$ cat src/rtl/int_rx_alu_if.sv
// Receive-side byte interface between the UART receiver (master) and the
// command front end (slave): write strobe, data byte and FIFO status flags.
interface int_rx_alu_if #(parameter int B = 8);
  logic         wr;
  logic [B-1:0] w_data;
  logic         full;
  logic         FIFO_empty;

  modport master (output wr, output w_data, input full, input FIFO_empty);
  modport slave  (input wr, input w_data, output full, output FIFO_empty);
endinterface

$ cat src/rtl/int_rx_alu.sv
// UART calculator receive front end: 16-deep byte FIFO, "<A><op><B><CR>"
// parser and the ALU register bank that produces RESULTADO.
module int_rx_alu #(
  parameter int B = 8,
  parameter int W = 4
) (
  input  logic          CLK,
  input  logic          RESET,
  int_rx_alu_if.slave   rx,
  output logic          RD_FIFO,
  output logic [7:0]    CH,
  output logic [7:0]    DATOA,
  output logic [7:0]    DATOB,
  output logic [7:0]    OP,
  output logic [7:0]    data_out,
  output logic [2:0]    SEL,
  output logic [2:0]    STATE,
  output logic          FIN,
  output logic [7:0]    RESULTADO
);

  typedef enum logic [2:0] {
    S_IDLE    = 3'd0,
    S_FETCH   = 3'd1,
    S_PARSE   = 3'd2,
    S_LOAD_A  = 3'd3,
    S_LOAD_B  = 3'd4,
    S_LOAD_OP = 3'd5,
    S_DONE    = 3'd6
  } state_t;

  // {valid, 6-bit opcode} for an operator character, all zero otherwise
  function automatic logic [6:0] op_decode(input logic [7:0] c);
    logic [6:0] r;
    case (c)
      8'h2B:   r = {1'b1, 6'h20};
      8'h2D:   r = {1'b1, 6'h22};
      8'h26:   r = {1'b1, 6'h24};
      8'h7C:   r = {1'b1, 6'h25};
      8'h5E:   r = {1'b1, 6'h26};
      8'h7E:   r = {1'b1, 6'h27};
      8'h3E:   r = {1'b1, 6'h02};
      8'h7D:   r = {1'b1, 6'h03};
      default: r = 7'h00;
    endcase
    return r;
  endfunction

  logic [B-1:0] mem_r [2**W];
  logic [W:0]   wr_ptr_r, rd_ptr_r;
  logic         empty_s, full_s, rd_en_s, wr_en_s;
  logic [B-1:0] r_data_s;

  // Extra pointer bit distinguishes full from empty when the indices match
  assign empty_s  = (wr_ptr_r == rd_ptr_r);
  assign full_s   = (wr_ptr_r[W-1:0] == rd_ptr_r[W-1:0]) && (wr_ptr_r[W] != rd_ptr_r[W]);
  assign rd_en_s  = RD_FIFO && !empty_s;
  assign wr_en_s  = rx.wr && (!full_s || rd_en_s);
  assign r_data_s = mem_r[rd_ptr_r[W-1:0]];

  assign rx.full       = full_s;
  assign rx.FIFO_empty = empty_s;

  // FIFO storage
  always_ff @(posedge CLK) begin
    if (wr_en_s) begin
      mem_r[wr_ptr_r[W-1:0]] <= rx.w_data;
    end
  end

  // FIFO pointers
  always_ff @(posedge CLK or posedge RESET) begin
    if (RESET) begin
      wr_ptr_r <= '0;
      rd_ptr_r <= '0;
    end else begin
      if (wr_en_s) wr_ptr_r <= wr_ptr_r + {{W{1'b0}}, 1'b1};
      if (rd_en_s) rd_ptr_r <= rd_ptr_r + {{W{1'b0}}, 1'b1};
    end
  end

  state_t      state_r, state_nx_s;
  logic        phase_r, rd_fifo_r, fin_r, is_digit_s;
  logic [7:0]  ch_r, datoa_r, datob_r, data_out_r, acc_s, acc_nx_s;
  logic [5:0]  op_r;
  logic [2:0]  sel_r;
  logic [6:0]  dec_s;

  // Character classification and next operand value
  always_comb begin
    is_digit_s = (ch_r >= 8'h30) && (ch_r <= 8'h39);
    dec_s      = op_decode(ch_r);
    acc_s      = phase_r ? datob_r : datoa_r;
    acc_nx_s   = acc_s * 8'd10 + {4'h0, ch_r[3:0]};
  end

  // Parser next-state logic
  always_comb begin
    state_nx_s = state_r;
    case (state_r)
      S_IDLE:    state_nx_s = empty_s ? S_IDLE : S_FETCH;
      S_FETCH:   state_nx_s = S_PARSE;
      S_PARSE:   state_nx_s = (ch_r == 8'h0D && phase_r) ? S_LOAD_A : S_IDLE;
      S_LOAD_A:  state_nx_s = S_LOAD_B;
      S_LOAD_B:  state_nx_s = S_LOAD_OP;
      S_LOAD_OP: state_nx_s = S_DONE;
      S_DONE:    state_nx_s = S_IDLE;
      default:   state_nx_s = S_IDLE;
    endcase
  end

  // Parser state, operands and strobes registered against the next state
  always_ff @(posedge CLK or posedge RESET) begin
    if (RESET) begin
      state_r    <= S_IDLE;
      phase_r    <= 1'b0;
      rd_fifo_r  <= 1'b0;
      fin_r      <= 1'b0;
      ch_r       <= 8'h00;
      datoa_r    <= 8'h00;
      datob_r    <= 8'h00;
      op_r       <= 6'h00;
      sel_r      <= 3'b000;
      data_out_r <= 8'h00;
    end else begin
      state_r   <= state_nx_s;
      rd_fifo_r <= (state_nx_s == S_FETCH);
      fin_r     <= (state_nx_s == S_DONE);
      case (state_nx_s)
        S_LOAD_A:  begin sel_r <= 3'b001; data_out_r <= datoa_r;          end
        S_LOAD_B:  begin sel_r <= 3'b010; data_out_r <= datob_r;          end
        S_LOAD_OP: begin sel_r <= 3'b100; data_out_r <= {2'b00, op_r};    end
        default:   begin sel_r <= 3'b000; data_out_r <= 8'h00;            end
      endcase
      case (state_r)
        S_FETCH: ch_r <= r_data_s[7:0];
        S_PARSE: begin
          if (is_digit_s) begin
            if (phase_r) datob_r <= acc_nx_s;
            else         datoa_r <= acc_nx_s;
          end else if (dec_s[6]) begin
            op_r    <= dec_s[5:0];
            phase_r <= 1'b1;
          end
        end
        S_DONE: begin
          datoa_r <= 8'h00;
          datob_r <= 8'h00;
          phase_r <= 1'b0;
        end
        default: ;
      endcase
    end
  end

  logic [7:0] alu_a_r, alu_b_r, result_s;
  logic [5:0] alu_op_r;

  // ALU register bank loaded by the one-hot SEL strobes
  always_ff @(posedge CLK or posedge RESET) begin
    if (RESET) begin
      alu_a_r  <= 8'h00;
      alu_b_r  <= 8'h00;
      alu_op_r <= 6'h00;
    end else begin
      if (sel_r[0]) alu_a_r  <= data_out_r;
      if (sel_r[1]) alu_b_r  <= data_out_r;
      if (sel_r[2]) alu_op_r <= data_out_r[5:0];
    end
  end

  // Shift amount is the full byte: large shifts drain to zero or sign fill
  always_comb begin
    result_s = 8'h00;
    case (alu_op_r)
      6'h20:   result_s = alu_a_r + alu_b_r;
      6'h22:   result_s = alu_a_r - alu_b_r;
      6'h24:   result_s = alu_a_r & alu_b_r;
      6'h25:   result_s = alu_a_r | alu_b_r;
      6'h26:   result_s = alu_a_r ^ alu_b_r;
      6'h27:   result_s = ~(alu_a_r | alu_b_r);
      6'h02:   result_s = alu_a_r >> alu_b_r;
      6'h03:   result_s = $unsigned($signed(alu_a_r) >>> alu_b_r);
      default: result_s = 8'h00;
    endcase
  end

  assign RD_FIFO   = rd_fifo_r;
  assign CH        = ch_r;
  assign DATOA     = datoa_r;
  assign DATOB     = datob_r;
  assign OP        = {2'b00, op_r};
  assign data_out  = data_out_r;
  assign SEL       = sel_r;
  assign STATE     = state_r;
  assign FIN       = fin_r;
  assign RESULTADO = result_s;

endmodule

$ cat src/flat_wrapper.sv
// flat-port wrapper written by rule: the top's interface ports become plain ports
module int_rx_alu_flat 
#(
  parameter int B = 8,
  parameter int W = 4
)
  (CLK, RESET, RD_FIFO, CH, DATOA, DATOB, OP, data_out, SEL, STATE, FIN, RESULTADO, rx_wr, rx_w_data, rx_full, rx_FIFO_empty);
  int_rx_alu_if #(.B(B)) rx_i ();
  input  logic CLK;
  input  logic RESET;
  output logic RD_FIFO;
  output logic [7:0] CH;
  output logic [7:0] DATOA;
  output logic [7:0] DATOB;
  output logic [7:0] OP;
  output logic [7:0] data_out;
  output logic [2:0] SEL;
  output logic [2:0] STATE;
  output logic FIN;
  output logic [7:0] RESULTADO;
  input wire logic [$bits(rx_i.wr)-1:0] rx_wr;
  input wire logic [$bits(rx_i.w_data)-1:0] rx_w_data;
  output wire logic [$bits(rx_i.full)-1:0] rx_full;
  output wire logic [$bits(rx_i.FIFO_empty)-1:0] rx_FIFO_empty;
  assign rx_i.wr = rx_wr;
  assign rx_i.w_data = rx_w_data;
  assign rx_full = rx_i.full;
  assign rx_FIFO_empty = rx_i.FIFO_empty;
  int_rx_alu #(.B(B), .W(W)) u_core (.CLK(CLK), .RESET(RESET), .rx(rx_i), .RD_FIFO(RD_FIFO), .CH(CH), .DATOA(DATOA), .DATOB(DATOB), .OP(OP), .data_out(data_out), .SEL(SEL), .STATE(STATE), .FIN(FIN), .RESULTADO(RESULTADO));
endmodule
$ cat config.mk
export PLATFORM = sky130hd
export DESIGN_NAME = int_rx_alu_flat
export DESIGN_NICKNAME = d
export VERILOG_FILES = /design/src/rtl/int_rx_alu_if.sv /design/src/rtl/int_rx_alu.sv /design/src/flat_wrapper.sv
export SDC_FILE = /design/constraint.sdc
export NUM_CORES = 1
export LEC_CHECK = 0
export BUFFER_PORTS_ARGS = -buffer_cell sky130_fd_sc_hd__buf_4
export CORE_MARGIN = 10
export CORE_UTILIZATION = 50
export CTS_CLUSTER_SIZE = 8
export DETAILED_ROUTE_END_ITERATION = 8
export PLACE_DENSITY_LB_ADDON = 0.3
export SYNTH_ARGS = -nofsm -noshare
export SYNTH_HDL_FRONTEND = slang
export SYNTH_SLANG_ARGS = --single-unit
$ cat constraint.sdc
create_clock -name CLK -period 3.85 [get_ports CLK]
set_input_delay 0.5775 -clock CLK [delete_from_list [all_inputs] [get_ports CLK]]
set_output_delay 0.5775 -clock CLK [all_outputs]
set_load 0.01 [all_outputs]
## Word-level counts from Yosys, hierarchy flattened

Memory sizes are Yosys's and may differ from the RTL's. A register that Yosys moved wholly into a read port is not among the register bits.
Cells that the tools add are included.
W data, S select, Z words.

| operators by class | value |
|---|---|
| $add $sub $neg | 5 |
| multipliers | 1 |
| $lt $le $gt $ge | 2 |
| eq/ne operators | 36 |
| shifts and indexed selects | 2 |
| mux-type cells | 19 |
| bitwise logic cells | 5 |
| reduce and logical (&&, ||, !) cells | 14 |

Operator list:

| operator | number |
|---|---|
| $pmux W8 S8 | 1 |
| $pmux W7 S8 | 1 |
| $mux W8 | 5 |
| $eq A6 B6 Y1 const B | 6 |
| $eq A8 B6 Y1 const B | 4 |
| $eq A8 B7 Y1 const B | 4 |
| $pmux W8 S2 | 2 |
| $pmux W8 S3 | 1 |
| $eq A3 B3 Y1 const B | 6 |
| $pmux W3 S6 | 1 |
| $eq A6 B2 Y1 const B | 2 |
| $reduce_and A3 Y1 | 4 |
| $add A5 B1 Y5 const B | 2 |
| $eq A3 B2 Y1 const B | 3 |
| $pmux W3 S3 | 1 |
| $add A8 B4 Y8 | 1 |
| $add A8 B8 Y8 | 1 |
| $and A8 B8 Y8 | 1 |
| $eq A8 B4 Y1 const B | 1 |
| $ge A8 B6 Y1 const B | 1 |
| $le A8 B6 Y1 const B | 1 |
| $mul A8 B3 Y7 const B | 1 |
| $not A8 Y8 | 1 |
| $or A8 B8 Y8 | 1 |
| 19 further kinds | 32 |

| storage, ports and cells | value |
|---|---|
| register bits | 71 |
| bits in writable memories | 128 |
| output and inout bits | 58 |
| logic and storage cells | 99 |
| memories | 1 |

Memories:

| memory | words | width | rd ports | clocked after memory_dff | wr ports | RTL line | text |
|---|---|---|---|---|---|---|---|
| u_core.mem_r | 16 | 8 | 1 | 1 | 1 | int_rx_alu.sv:49 | `logic [B-1:0] mem_r [2**W];` |

## Depth between registers and ports, before layout

Gate-level depths: netlist of run 1.

| logic depth | value |
|---|---|
| depth in word-level cells | 7 |
| depth in mapped cells | 12 |
| depth with buffers taken out | 11 |

## Worst setup path before layout of run 1

No wires, ideal clock.

| timing | value |
|---|---|
| path type | register to register |
| start point | register u_core.phase_r |
| end point | register u_core.datob_r[7], in the netlist u_core.DATOB[7] |
| library setup time | 0.095 ns |
| arrival time | 3.213 ns |
| data required time | 3.755 ns |
| path slack | 0.542 ns |
| cell stages (with the launch flop) | 12 |
| buffers on the path | 1 |
| period minus slack after synthesis | 3.308 ns |
| path through | dfrtp_1 -> clkbuf_1 -> mux2_2 -> ha_1 -> ha_1 -> fa_1 -> nand2_1 -> nor2b_1 -> mux2_2 -> o32ai_2 -> xnor2_1 -> o31ai_1 |

| between the ends | value |
|---|---|
| cells in the longest elaborated chain, start to end | 6 |
| elaborated cells on any way between the ends | 8 |
| classes of those cells | add/sub (1); mul (1); eq/ne (1); mux (4); reduce/logical (1) |

Ends and longest elaborated chain:

| element | RTL line | text |
|---|---|---|
| start, declared | int_rx_alu.sv:83 | `logic phase_r, rd_fifo_r, fin_r, is_digit_s;` |
| start signal, assigned | int_rx_alu.sv:116 | `phase_r <= 1'b0;` |
| start signal, assigned | int_rx_alu.sv:143 | `phase_r <= 1'b1;` |
| start signal, assigned | int_rx_alu.sv:149 | `phase_r <= 1'b0;` |
| $mux W8 | int_rx_alu.sv:93 | `acc_s = phase_r ? datob_r : datoa_r;` |
| $mul A8 B3 Y7 | int_rx_alu.sv:94 | `acc_nx_s = acc_s * 8'd10 + {4'h0, ch_r[3:0]};` |
| $add A8 B4 Y8 | int_rx_alu.sv:94 |  |
| $mux W8 | int_rx_alu.sv:139 | `if (phase_r) datob_r <= acc_nx_s;` |
| $mux W8 | int_rx_alu.sv:138 | `if (is_digit_s) begin` |
| $pmux W8 S2 | int_rx_alu.sv:135 | `case (state_r)` |
| end signal, assigned | int_rx_alu.sv:139 |  |
| end, declared | int_rx_alu.sv:84 | `logic [7:0] ch_r, datoa_r, datob_r, data_out_r, acc_s, acc_nx_s;` |

Parallel ways exist; a longest one is shown, timed or not. The select of a mux whose other input is x is not followed.
A chain may end at the register's enable or synchronous reset.

## Final worst setup path of run 1

| timing | value |
|---|---|
| start point | register u_core.alu_op_r[2] |
| end point | output port RESULTADO[7] |

| between the ends | value |
|---|---|
| cells in the longest elaborated chain, start to end | 2 |
| elaborated cells on any way between the ends | 9 |
| classes of those cells | eq/ne (8); mux (1) |

Ends and longest elaborated chain:

| element | RTL line | text |
|---|---|---|
| start, declared | int_rx_alu.sv:157 | `logic [5:0] alu_op_r;` |
| start signal, assigned | int_rx_alu.sv:168 | `if (sel_r[2]) alu_op_r <= data_out_r[5:0];` |
| $eq A6 B2 Y1 or $eq A6 B6 Y1 (tied branches) | int_rx_alu.sv:175 | `case (alu_op_r)` |
| $pmux W8 S8 * | int_rx_alu.sv:175 |  |
| end, declared | flat_wrapper.sv:20 | `output logic [7:0] RESULTADO;` |

Every way passes the cells marked *; elsewhere a longest branch is shown, timed or not.

==> flow_summary.toml, run 1 <==
[power]
irDropWorstVdd_mv = 0.394
cellPowerDensity_mw_per_mm2 = 814
leakage_nw = 4.64

[cts]
clkSinkCount = 205
clk-insertion-delay-late_ns = 0.54
cts_root_buf = "clkbuf_16"
cts.clk_slew.worst_paths_ns = 0.05
cts_tree = "built"
clk_path_buf_depth = 3
cts.hold.buffers_added = 0
cts_made_buffers = 29
htree_num_levels = 1

[setup_path]
arrival_ns = 3.25
rrSetupSlack_ns = 0.38
crit_start = "u_core.alu_op_r[2]"
crit_path_max_fanout = 5
family_with_the_most_delay_on_the_worst_path = "simple AND/OR/NAND/NOR gates"
crit_cells = 13
worst_path_most_repeated_cell = "xnor2_1"
worstSetupEndpointType = "output pin"
worst-path-buf-inv = 2
critical-path-slowest-cell = "or4b_4"
r2r_start = "u_core.phase_r"
critPathLaunchType = "flop"
cp_cell_sequence = "or4b_4, nor2_4, buf_6, a21oi_2, xnor2_1, ha_1, nand3_1, nand2_1, a41o_1, a31oi_1, xnor2_1, o221ai_1, buf_4"
endpoint = "RESULTADO[7]"
timing.critical_path.required_ns = 3.27
worst_r2r_endpoint = "u_core.DATOB[7]"
cp_slowest_stage_delay_ns = 0.54
worst_reg_to_reg_cells = 10
worst-setup-path-type = "reg2out"

[die]
design.die.area_mm2 = 0.0263
placement_row_count = 51
pin_count = 69
chipWidth_um = 162
die_h_um = 162
initial_core_util_pct = 51.3
placeableCoreArea_mm2 = 0.0197

[placement]
gp_congestion = 0.906
dpl-instance-area_mm2 = 0.0108
dpl.hpwl_mm = 16.4
place.port_buffers = 64

[synth]
synth_sequential_area_ratio_pct = 57.0
yosys.area_share.simple_pct = 8.10
synth-compound-area-share_pct = 7.94
post_synth_mux_area_share_pct = 14.3
xor_xnor_portion_of_the_synthesized_cell_area_pct = 3.81
number_of_enable_flip_flop_cells_after_synthesis = 128
synth-warning-count = 0
dominantRegCellSynth = "edfxtp_1"
post_synth_inst_count = 741
synth_area_per_cell_um2 = 13.7
post_synth_num_cell_types = 65
main_combinational_cell_family_by_area_after_synthesis = "multiplexers"
yosys_register_bits = 205
async_flop_share_pct = 37.6
synthAdderAreaFrac_pct = 5.41
synth.cell_area_mm2 = 0.0101

[layout]
n_antenna_cell = 0
finish.instance_area_mm2 = 0.0118
finish.net_count = 874
area_growth_synth_to_finish_pct = 16.1
final_common_cell = "edfxtp_1"
layout-drive-gt1-share_pct = 22.9
most-common-layout-cells = "128 x edfxtp_1, 86 x buf_4, 76 x dfrtp_1"

[global_route]
grt_first_pass_wirelength_mm = 38.3
grt_overflow_total = 0
pin_count_of_the_biggest_net_entering_global_routing = 53
antenna_found_initial = 0
via_count_of_the_first_global_routing_pass = 6600
grt.total_usage_pct = 18.2

[detailed_routing]
detail_route.drc_violations = 0
detailroute.via_count = 6479
vias_per_cell = 5.87
dr.pass1.iters = 5
routed_wire_length_per_instance_um = 21.9
drt_first_iter_violations = 470
drt_wl_total_mm = 24.2
drtAntennaViolNets = 0

[sta]
fin_crit_sh_pct = 99.5
tightest_slew_ns = 1.19
final.hold.worst_slack_ns = 0.338
final-hold-violation-count = 0
timing.clock.skew_ns = 0.0189
final_max_slew_viol_count = 0
unrepaired_setup_endpoints_after_global_routing = "true"
setup-violations-final = 0
fmax_ghz = 0.261
slew_headroom_pct = 20.3
period_minus_slack_ns = 3.83

[run]
cap_violations = 0

[run_status]
run_status = "finished, final reports clean"

[worst_hold_path]
timing.hold.worst.class = "in2async"
metrics by stage:
stage | setup TNS [ns] | std cells | power [W] | util (%) | setup WS, ns
floorplan | 0 | 744 | 0.00608 | - | 0.542
global placement | 0 | 1049 | 0.00706 | 55.0 | 0.348
detailed placement | 0 | 1049 | 0.00718 | 55.0 | 0.308
CTS | -0.00370 | 1102 | 0.00956 | 59.4 | -0.00370
global route | -0.355 | 1104 | 0.0102 | 59.6 | -0.134
finish | 0 | 1104 | 0.00957 | 59.6 | 0.0190
flip-flops by register name (all words and copies together), names as in the netlist, 4 cells and up:
register / count
u_core.CH: 8
u_core.DATOA: 8
u_core.DATOB: 8
u_core.alu_a_r: 8
u_core.alu_b_r: 8
u_core.alu_op_r: 6
u_core.data_out: 8
u_core.mem_r: 128
u_core.op_r: 4
u_core.rd_ptr_r: 5
u_core.wr_ptr_r: 5
where the power goes:
part	switching [W]	total, W	internal [W]
Clock	0.000900	0.00231	0.00141
Combinational	0.00202	0.00396	0.00194
Sequential	0.000546	0.00329	0.00275
Total	0.00346	0.00957	0.00610
how the worst min path moves through the flow:
| stage | from | to | slack (ns) | depth (start not counted) |
|---|---|---|---|---|
| 2_1_floorplan | u_core.wr_ptr_r[4] | u_core.wr_ptr_r[4] | 0.47 | 1 |
| 3_3_place_gp | u_core.rd_ptr_r[4] | u_core.rd_ptr_r[4] | 0.48 | 1 |
| 3_5_place_dp | u_core.rd_ptr_r[4] | u_core.rd_ptr_r[4] | 0.49 | 1 |
| 4_1_cts | rx_w_data[2] | u_core.mem_r[7][2] | 0.33 | 1 |
| 5_1_grt | rx_w_data[2] | u_core.mem_r[1][2] | 0.35 | 1 |
| 6_report | RESET | u_core.alu_op_r[2] | 0.34 | 2 |
layout make-up:
class / instances / area, um2
Multi-Input combinational cell: 466 / 4040
Inverter: 32 / 120
Clock inverter: 1 / 20.0
Clock buffer: 48 / 807
Timing Repair Buffer: 87 / 657
Fill cell: 1497 / 7970
Sequential cell: 205 / 5770
Tap cell: 265 / 332
synth_stat cells (all sizes together) (3+ instances only):
cell    instances  share of area (%)
a211oi          9               0.67
a21o            6               0.45
a21oi          22                1.1
a222oi          4               0.40
a22o            5               0.43
a31oi           8               0.49
and2            5               0.31
and3            3               0.19
buf            17                1.3
clkbuf         24               0.89
dfrtp          77                 19
edfxtp        128                 38
fa              3               0.59
ha             39                4.8
inv            32                1.2
mux2           33                3.7
mux2i           8               0.79
mux4           42                9.8
nand2          63                2.3
nand2b         12               0.74
nand3           5               0.25
nand4           5               0.31
nor2           43                1.6
nor2b          10               0.62
nor3            7               0.35
nor4            5               0.37
o211ai          4               0.30
o21ai          37                1.8
o221ai          4               0.35
o22ai           4               0.25
o31ai           6               0.45
xnor2          25                2.2
xor2           19                1.6
repair_timing:
item	in CTS	in global routing
gates resized for setup	4	5
gates cloned	0	0
pin swaps	4	14
endpoints found under the setup margin	5	4
setup buffers	4	2
worst reg2reg max path: cells and delay by family, from the launching register on:
kind                       cells  cell delay (ns)
adders and majority gates      3             1.06
muxes                          2             0.80
xor gates and xnor gates       1             0.13
and+or+nand+nor                2             0.30
DFF                            1             0.59
AOI/OAI and AO/OA              2             0.51
kinds of logic (layout without fill, tap and decap cells):
family | after synthesis | in the layout
other cells | 1 | 4
xor+xnor | 44 | 44
fa+ha+maj | 42 | 42
compound gates | 123 | 123
flops | 205 | 205
simple gates | 170 | 170
buf+inv | 73 | 168
mux | 83 | 83
per-layer routing:
metal / vias to the layer above / routed length [um] / share of wire [%] / GRT usage (%)
met5: - / 0 / 0 / 0
met4: 0 / 414 / 1.7 / 4.09
met3: 40 / 1430 / 5.9 / 3.26
met2: 175 / 12100 / 50 / 30.1
met1: 3323 / 10300 / 42 / 24.5
li1: 2941 / - / - / -
Power figures use the tool's default switching activity.
==> run 2, diff against run 1 <==
==> constraint.sdc (replaced) <==
create_clock -name CLK -period 3.85 [get_ports CLK]
set_input_delay 0.385 -clock CLK [delete_from_list [all_inputs] [get_ports CLK]]
set_output_delay 0.385 -clock CLK [all_outputs]
set_load 0.01 [all_outputs]
==> run 2 against run 1 <==
  * Sequential power is essentially flat
  * Fmax grew 2.3%
  * Global-route usage shrank 0.49 points
  * Design area is essentially flat
  * Core utilization is essentially flat
  * Combinational power is essentially flat
  * Critical endpoint unchanged
==> flow_summary.toml, run 2 (synthesis gave the netlist of run 1 again) <==
[setup_path]
worstSetupEndpointType = "output pin"
cp_slowest_stage_delay_ns = 0.56
rrSetupSlack_ns = 0.43
worst-setup-path-type = "reg2out"
worst_r2r_endpoint = "u_core.DATOB[7]"
arrival_ns = 3.36
critical-path-slowest-cell = "or4b_4"
r2r_start = "u_core.phase_r"
worst_reg_to_reg_cells = 10
critPathLaunchType = "flop"
timing.critical_path.required_ns = 3.46
cp_cell_sequence = "or4b_4, nor2_4, mux2_4, inv_1, ha_1, a21o_1, a41o_1, a31oi_2, xnor2_1, o221ai_1, buf_4"
crit_path_max_fanout = 4

[detailed_routing]
drt_wl_total_mm = 23.8
dr.pass1.iters = 5
drtAntennaViolNets = 0
detail_route.drc_violations = 0
routed_wire_length_per_instance_um = 21.5
vias_per_cell = 5.92
detailroute.via_count = 6543
drt_first_iter_violations = 497

[placement]
place.port_buffers = 64
placed_cells_incl_taps = 1048
dpl.hpwl_mm = 16.6
gp_congestion = 0.935
pre_cts_slack_ns = 0.454

[global_route]
pin_count_of_the_biggest_net_entering_global_routing = 36
grt.total_usage_pct = 17.7
grt_overflow_total = 0
grt_first_pass_wirelength_mm = 37.3
via_count_of_the_first_global_routing_pass = 6495
antenna_found_initial = 1

[layout]
area_growth_synth_to_finish_pct = 16.1
most-common-layout-cells = "128 x edfxtp_1, 87 x buf_4, 75 x dfrtp_1"
final_cells = 1105
n_antenna_cell = 0
layout-drive-gt1-share_pct = 22.7
core_util_final_pct = 59.6
final_common_cell = "edfxtp_1"
largest_register_ff_count = 128
finish.net_count = 875

[cts]
cts_root_buf = "clkbuf_16"
clkSinkCount = 205
cts_made_buffers = 29
cts.clk_slew.worst_paths_ns = 0.05
cts_tree = "built"
clk_path_buf_depth = 3
htree_num_levels = 1
clk-insertion-delay-late_ns = 0.54

[run]
cap_violations = 0

[die]
die_h_um = 162
placement_row_count = 51
pin_count = 69
chipWidth_um = 162
design.die.area_mm2 = 0.0263
placeableCoreArea_mm2 = 0.0197
initial_core_util_pct = 51.3

[sta]
period_minus_slack_ns = 3.75
fin_crit_sh_pct = 97.3
fmax_ghz = 0.267
final-hold-violation-count = 0
tightest_slew_ns = 1.19
unrepaired_setup_endpoints_after_global_routing = "false"
slew_headroom_pct = 20.5
timing.final.ws_setup_ns = 0.103
final.hold.worst_slack_ns = 0.156
final_max_slew_viol_count = 0
setup_total_negative_slack_ns = 0
timing.clock.skew_ns = 0.0183
setup-violations-final = 0

[worst_hold_path]
timing.hold.worst.class = "in2reg"
min-delay-start = "rx_w_data[3]"
hold_end = "u_core.mem_r[1][3]"
holdPathStages = 1

[run_status]
run_status = "finished, final reports clean"

[power]
leakage_nw = 4.64
cellPowerDensity_mw_per_mm2 = 814
irDropWorstVdd_mv = 0.409
run 2: metrics by stage:
stage / cell area [um2] / power [W]
after CTS: 11700 / 0.00953
final: 11800 / 0.00957
after global placement: 10800 / 0.00704
after detailed placement: 10800 / 0.00717
after global routing: 11800 / 0.0101
after floorplan: 10100 / 0.00608
run 2: critical path: cells and delay by family, from the launching register on:
family	cells	cell delay, ns
buf+inv	2	0.23
compound gates	4	0.80
fa+ha+maj	1	0.22
xor+xnor	1	0.13
simple gates	2	0.71
mux	1	0.34
flops	1	0.40
run 2: what timing repair did:
action	in CTS	in global routing
pin swaps	1	4
hold endpoints to repair	18	0
setup buffers	2	5
hold buffers	1	0
resized for setup	3	4
setup endpoints to repair	2	2
run 2: power breakdown:
part           leakage, nW  switching, W  internal (W)  total [W]
logic                 2.08       0.00204       0.00194    0.00398
clock network        0.396      0.000892       0.00141    0.00230
registers             2.16      0.000535       0.00275    0.00328
run 2: how the worst max path moves through the flow:
stage | startpoint | end | slack, ns | cells after the start
CTS | u_core.alu_op_r[2] | RESULTADO[7] | 0.04 | 11
floorplan | u_core.phase_r | u_core.DATOB[7] | 0.54 | 11
global route | u_core.alu_op_r[2] | RESULTADO[6] | 0.0007 | 13
detailed placement | u_core.phase_r | u_core.DATOB[7] | 0.45 | 10
global placement | u_core.alu_op_r[2] | RESULTADO[7] | 0.53 | 11
finish | u_core.alu_op_r[2] | RESULTADO[7] | 0.10 | 11
run 2: area by class of cell:
class / instances / area [um2]
clock buffers: 48 / 807
clock inverters: 1 / 20.0
fillers: 1477 / 7960
inverters: 32 / 120
multi-input cells: 466 / 4040
flip-flops and latches: 205 / 5770
well taps: 265 / 332
repair buffers: 88 / 663
run 2: routing by layer:
| layer | up-vias | share of wire [%] | GRT usage, % |
|---|---|---|---|
| met5 | - | 0 | 0 |
| met2 | 265 | 50 | 29.4 |
| met1 | 3301 | 41 | 23.6 |
| li1 | 2942 | - | - |
| met4 | 0 | 1.6 | 3.80 |
| met3 | 35 | 7.6 | 3.59 |
